### config.mk
export PLATFORM = sky130hd
export DESIGN_NAME = serial_subtractor_sf
export DESIGN_NICKNAME = d
export VERILOG_FILES = /design/src/rtl/serial_sub_pkg.sv /design/src/rtl/fullsubtractor_sf.sv /design/src/rtl/serial_subtractor_sf.sv
export SDC_FILE = /design/constraint.sdc
export NUM_CORES = 1
export LEC_CHECK = 0
export BUFFER_PORTS_ARGS = -buffer_cell sky130_fd_sc_hd__buf_2
export CELL_PAD_IN_SITES_DETAIL_PLACEMENT = 0
export CELL_PAD_IN_SITES_GLOBAL_PLACEMENT = 1
export CORE_UTILIZATION = 36
export CTS_CLUSTER_SIZE = 8
export DETAILED_ROUTE_END_ITERATION = 12
export PLACE_DENSITY = 0.75
export SKIP_LAST_GASP = 1
export SYNTH_ARGS = -nofsm -noshare
export SYNTH_HDL_FRONTEND = slang
export SYNTH_SLANG_ARGS = --single-unit
### constraint.sdc
create_clock -name clk -period 1.3 [get_ports clk]
set_input_delay 0.13 -clock clk [delete_from_list [all_inputs] [get_ports clk]]
set_output_delay 0.13 -clock clk [all_outputs]
set_load 0.1 [all_outputs]
### src/rtl/serial_sub_pkg.sv
// serial_sub_pkg: shared state encoding and counter sizing for the bit-serial subtractor
package serial_sub_pkg;

    typedef enum logic [1:0] {
        IDLE = 2'd0,
        RUN  = 2'd1,
        DONE = 2'd2
    } state_t;

    function automatic int cnt_width(input int w);
        return (w < 2) ? 1 : $clog2(w);
    endfunction

endpackage

### src/rtl/fullsubtractor_sf.sv
// fullsubtractor_sf: gate-level one-bit full subtractor, diff = a - b - bin
module fullsubtractor_sf (
    output logic diff,
    output logic bout,
    input  logic a,
    input  logic b,
    input  logic bin
);

    logic t, na, nt, g1, g2;

    xor x1 (t, a, b);
    xor x2 (diff, t, bin);
    not n1 (na, a);
    and a1 (g1, na, b);
    not n2 (nt, t);
    and a2 (g2, nt, bin);
    or  o1 (bout, g1, g2);

endmodule

### src/rtl/serial_subtractor_sf.sv
// serial_subtractor_sf: LSB-first bit-serial a - b with start/busy/done handshake
// Optional signed-overflow output enabled by defining SERIAL_SUB_OVF_EN.
module serial_subtractor_sf
    import serial_sub_pkg::*;
#(
    parameter int WIDTH = 8
) (
    input  logic             clk,
    input  logic             rst_n,
    input  logic             start,
    input  logic [WIDTH-1:0] a,
    input  logic [WIDTH-1:0] b,
    output logic             busy,
    output logic             done,
    output logic [WIDTH-1:0] d,
    output logic             bout
`ifdef SERIAL_SUB_OVF_EN
    ,
    output logic             ovf
`endif
);

    localparam int CW = cnt_width(WIDTH);

    state_t           state;
    logic [CW-1:0]    cnt;
    logic [WIDTH-1:0] sa, sb;
    logic [WIDTH-2:0] res;
    logic             br, diff, bnext;
    logic [WIDTH-1:0] cat;
`ifdef SERIAL_SUB_OVF_EN
    logic             a_msb, b_msb;
`endif

    assign cat = {diff, res};

    fullsubtractor_sf u_cell (
        .diff(diff),
        .bout(bnext),
        .a   (sa[0]),
        .b   (sb[0]),
        .bin (br)
    );

    // FSM, operand shifting, borrow chain and registered result/handshake outputs
    always_ff @(posedge clk) begin
        if (!rst_n) begin
            state <= IDLE;
            cnt   <= '0;
            sa    <= '0;
            sb    <= '0;
            res   <= '0;
            br    <= 1'b0;
            busy  <= 1'b0;
            done  <= 1'b0;
            d     <= '0;
            bout  <= 1'b0;
`ifdef SERIAL_SUB_OVF_EN
            a_msb <= 1'b0;
            b_msb <= 1'b0;
            ovf   <= 1'b0;
`endif
        end else if (start && state != RUN) begin
            state <= RUN;
            sa    <= a;
            sb    <= b;
            br    <= 1'b0;
            cnt   <= '0;
            busy  <= 1'b1;
            done  <= 1'b0;
`ifdef SERIAL_SUB_OVF_EN
            a_msb <= a[WIDTH-1];
            b_msb <= b[WIDTH-1];
`endif
        end else if (state == RUN) begin
            sa  <= sa >> 1;
            sb  <= sb >> 1;
            br  <= bnext;
            res <= cat[WIDTH-1:1];
            cnt <= cnt + CW'(1);
            if (cnt == CW'(WIDTH - 1)) begin
                state <= DONE;
                d     <= cat;
                bout  <= bnext;
                busy  <= 1'b0;
                done  <= 1'b1;
`ifdef SERIAL_SUB_OVF_EN
                ovf   <= (a_msb != b_msb) & (diff != a_msb);
`endif
            end
        end else begin
            state <= IDLE;
            done  <= 1'b0;
        end
    end

endmodule

==> key figures <==
Outcome
  – Status: finished, final reports clean

Final layout
  – Final cell count without fillers: 258
  – Finished Cell Area: 1940 µm²
  – Number of diodes: 0
  – FILL cells: 407
  – Final nets: 230
  – Post-layout utilization of the core: 0.471
  – Layout cell share with drive strength beyond 1: 0.250
  – Most common cell after layout, fill and taps aside: dfxtp_1
  – Most frequent cells in the layout: dfxtp_1, buf_2, nand2_1
  – Area Overhead vs Synth: 22.1%

Floorplan
  – Full die area: 4680 µm²
  – Starting density of the core: 0.386
  – Std cell rows: 23
  – Core area: 4120 µm²
  – Die width: 68.4 µm
  – Top Ports: 30
  – Die Y: 68.4 µm

Yosys
  – Post-synthesis sequential area ratio: 0.492
  – Yosys warns: 0
  – Yosys top cell by area: dfxtp_1
  – Seq cells post-synth: 39
  – Gate Count Post-Synth: 174
  – Synthesized area per cell: 9.13 µm²
  – Synth top area share: 0.492
  – Synthesized area: 1590 µm²
  – Synth top area cells: dfxtp_1, mux2i_1, nand2_1
  – Netlist cell types: 23
  – Syn nets: 197

STA
  – Max-slew violations: 0
  – Worst-Margin Slew: 488 ps
  – Crit path time final: 1240 ps
  – Final Hold Fails: 0
  – Relative slew slack: 0.677
  – Final Skew: 5.83 ps
  – Worst setup slack after layout: 62.6 ps
  – Maximum clock rate: 0.808 GHz
  – Final setup vio count: 0
  – RSZ-0062 raised after global routing: no
  – Tcrit/Tclk final: 0.952

Clocking
  – CTS Buf Count: 5
  – H-tree levels: 2
  – CTS Sinks: 39
  – TritonCTS clock tree: done
  – Clock Latency Late Sink: 290 ps
  – CTS root buf: clkbuf_8
  – CTS Buffer Depth: 2
  – Hold buffer count at CTS: 0
  – Clock-pin slew on the worst setup and hold paths: 70 ps

Power and ir drop
  – Tot Pwr: 2.42 mW
  – Power Density: 1250 nW/µm²
  – VDD IR max: 0.621 mV
  – P_leak: 0.891 nW

Critical path
  – Worst-path fanout max: 5
  – WP data required: 1490 ps
  – Worst Path Arrival: 1420 ps
  – Setup CP Type: flop to flop
  – Cells on worst reg2reg path: 4
  – CP Launch Type: flop
  – CP Capture Type: flop

Placement
  – GPL Wtd Cong: 0.738
  – Placed insts: 248
  – PortBufs: 29
  – Placed Area: 1810 µm²
  – Detailed placer's ending HPWL: 2.07 mm
  – Place WS: -52.3 ps

GRT
  – GRT met2 Usage: 0.271
  – Vias in the first global route: 1201
  – Remaining global-route overflow: 0
  – GR Util met3: 0.0550
  – All-layer global routing usage: 0.157
  – Largest net degree at the start of global routing: 46
  – Grt peak-use layer: met2
  – Global-route wire length before repair: 5.29 mm
  – M1 GR Usage: 0.170
  – Initial antenna violation count: 0

Detailed routing
  – Final ANT Viol Nets: 0
  – Vias: 1283
  – Drt pass-1 iters: 4
  – Drt drc: 0
  – Final WL: 3.14 mm
  – Initial DRC count: 48
  – Vias/cell: 4.97
  – WL/cell: 12.2 µm

Hold path
  – Hold crit path type: input pin to flop
  – Hold Crit Depth: 3

Run
  – Max_cap viols: 0
-- state kept, by name (all words and copies together) (netlist names) --
name / count
cnt: 3
sa: 8
busy: 1
bout: 1
state: 2
d: 8
sb: 8
res: 7
br: 1
-- Yosys cell counts --
cell	count
dfxtp_1	39
nand2_1	27
mux2i_1	16
nand3_1	16
a21oi_1	15
o21ai_1	14
a21boi_1	9
buf_2	8
nor2_1	7
buf_4	3
ha_1	3
nand3b_1	3
clkbuf_1	2
inv_1	2
o21a_1	2
and2b_1	1
and3_1	1
and3b_1	1
fa_1	1
nand2b_2	1
nor3_1	1
nor3b_1	1
o211a_1	1
-- power breakdown --
| part | switching [mW] | internal, mW |
|---|---|---|
| Combinational | 0.141 | 0.112 |
| Clock | 0.411 | 0.484 |
| Sequential | 0.0294 | 1.25 |
| Total | 0.581 | 1.84 |
-- per-stage QoR --
step	setup TNS, ps	hold WS, ps
after global placement	0	371
after global routing	0	114
after detailed placement	-52.3	370
after floorplan	0	277
after CTS	0	70.8
final	0	81.2
-- kinds of logic (layout without fill, tap and decap cells) --
kind of cell | Yosys count | count (layout) | share of synthesized area
AO/OA/AOI/OAI | 41 | 41 | 0.150
multiplexers | 16 | 16 | 0.101
buffers and inverters | 15 | 48 | 0.0489
flip-flops | 39 | 39 | 0.492
AND/OR/NAND/NOR | 59 | 60 | 0.173
adder cells (fa/ha/maj) | 4 | 4 | 0.0363
-- worst max-delay path: stages (launching register included) --
cell and delay (ps):
dfxtp_2 320, ha_2 180, ha_2 180, and3b_2 240
o211a_1 210
-- final cells by class --
class,instances,area (µm²),area share
Inverter,2,7.51,0.00387
Tap cell,50,62.6,0.0323
Clock buffer,8,100,0.0516
Timing Repair Buffer,38,238,0.123
Sequential cell,39,787,0.406
Multi-Input combinational cell,121,744,0.384
-- worst paths after layout --
kind,from,to,slack (ps)
worst max-delay path,cnt[1],bout,60
worst min-delay path,a[7],sa[7],80
worst max register to register,cnt[1],bout,60
worst min register to register,d[0],d[0],450
-- routing by layer --
metal / wire, µm / vias to the layer above / share of wire
met5: 0 / - / 0
met4: 63 / 0 / 0.020
met3: 159 / 7 / 0.051
met2: 1490 / 28 / 0.48
met1: 1430 / 585 / 0.45
li1: - / 663 / -
-- repair_timing --
| item | in CTS | in global routing |
|---|---|---|
| pin swaps | 0 | 1 |
| setup buffers | 0 | 1 |
| setup endpoints to repair | 2 | 9 |
| gates resized for setup | 2 | 3 |
| gates cloned | 1 | 0 |
No activity file was read; power rests on OpenSTA's default activity.
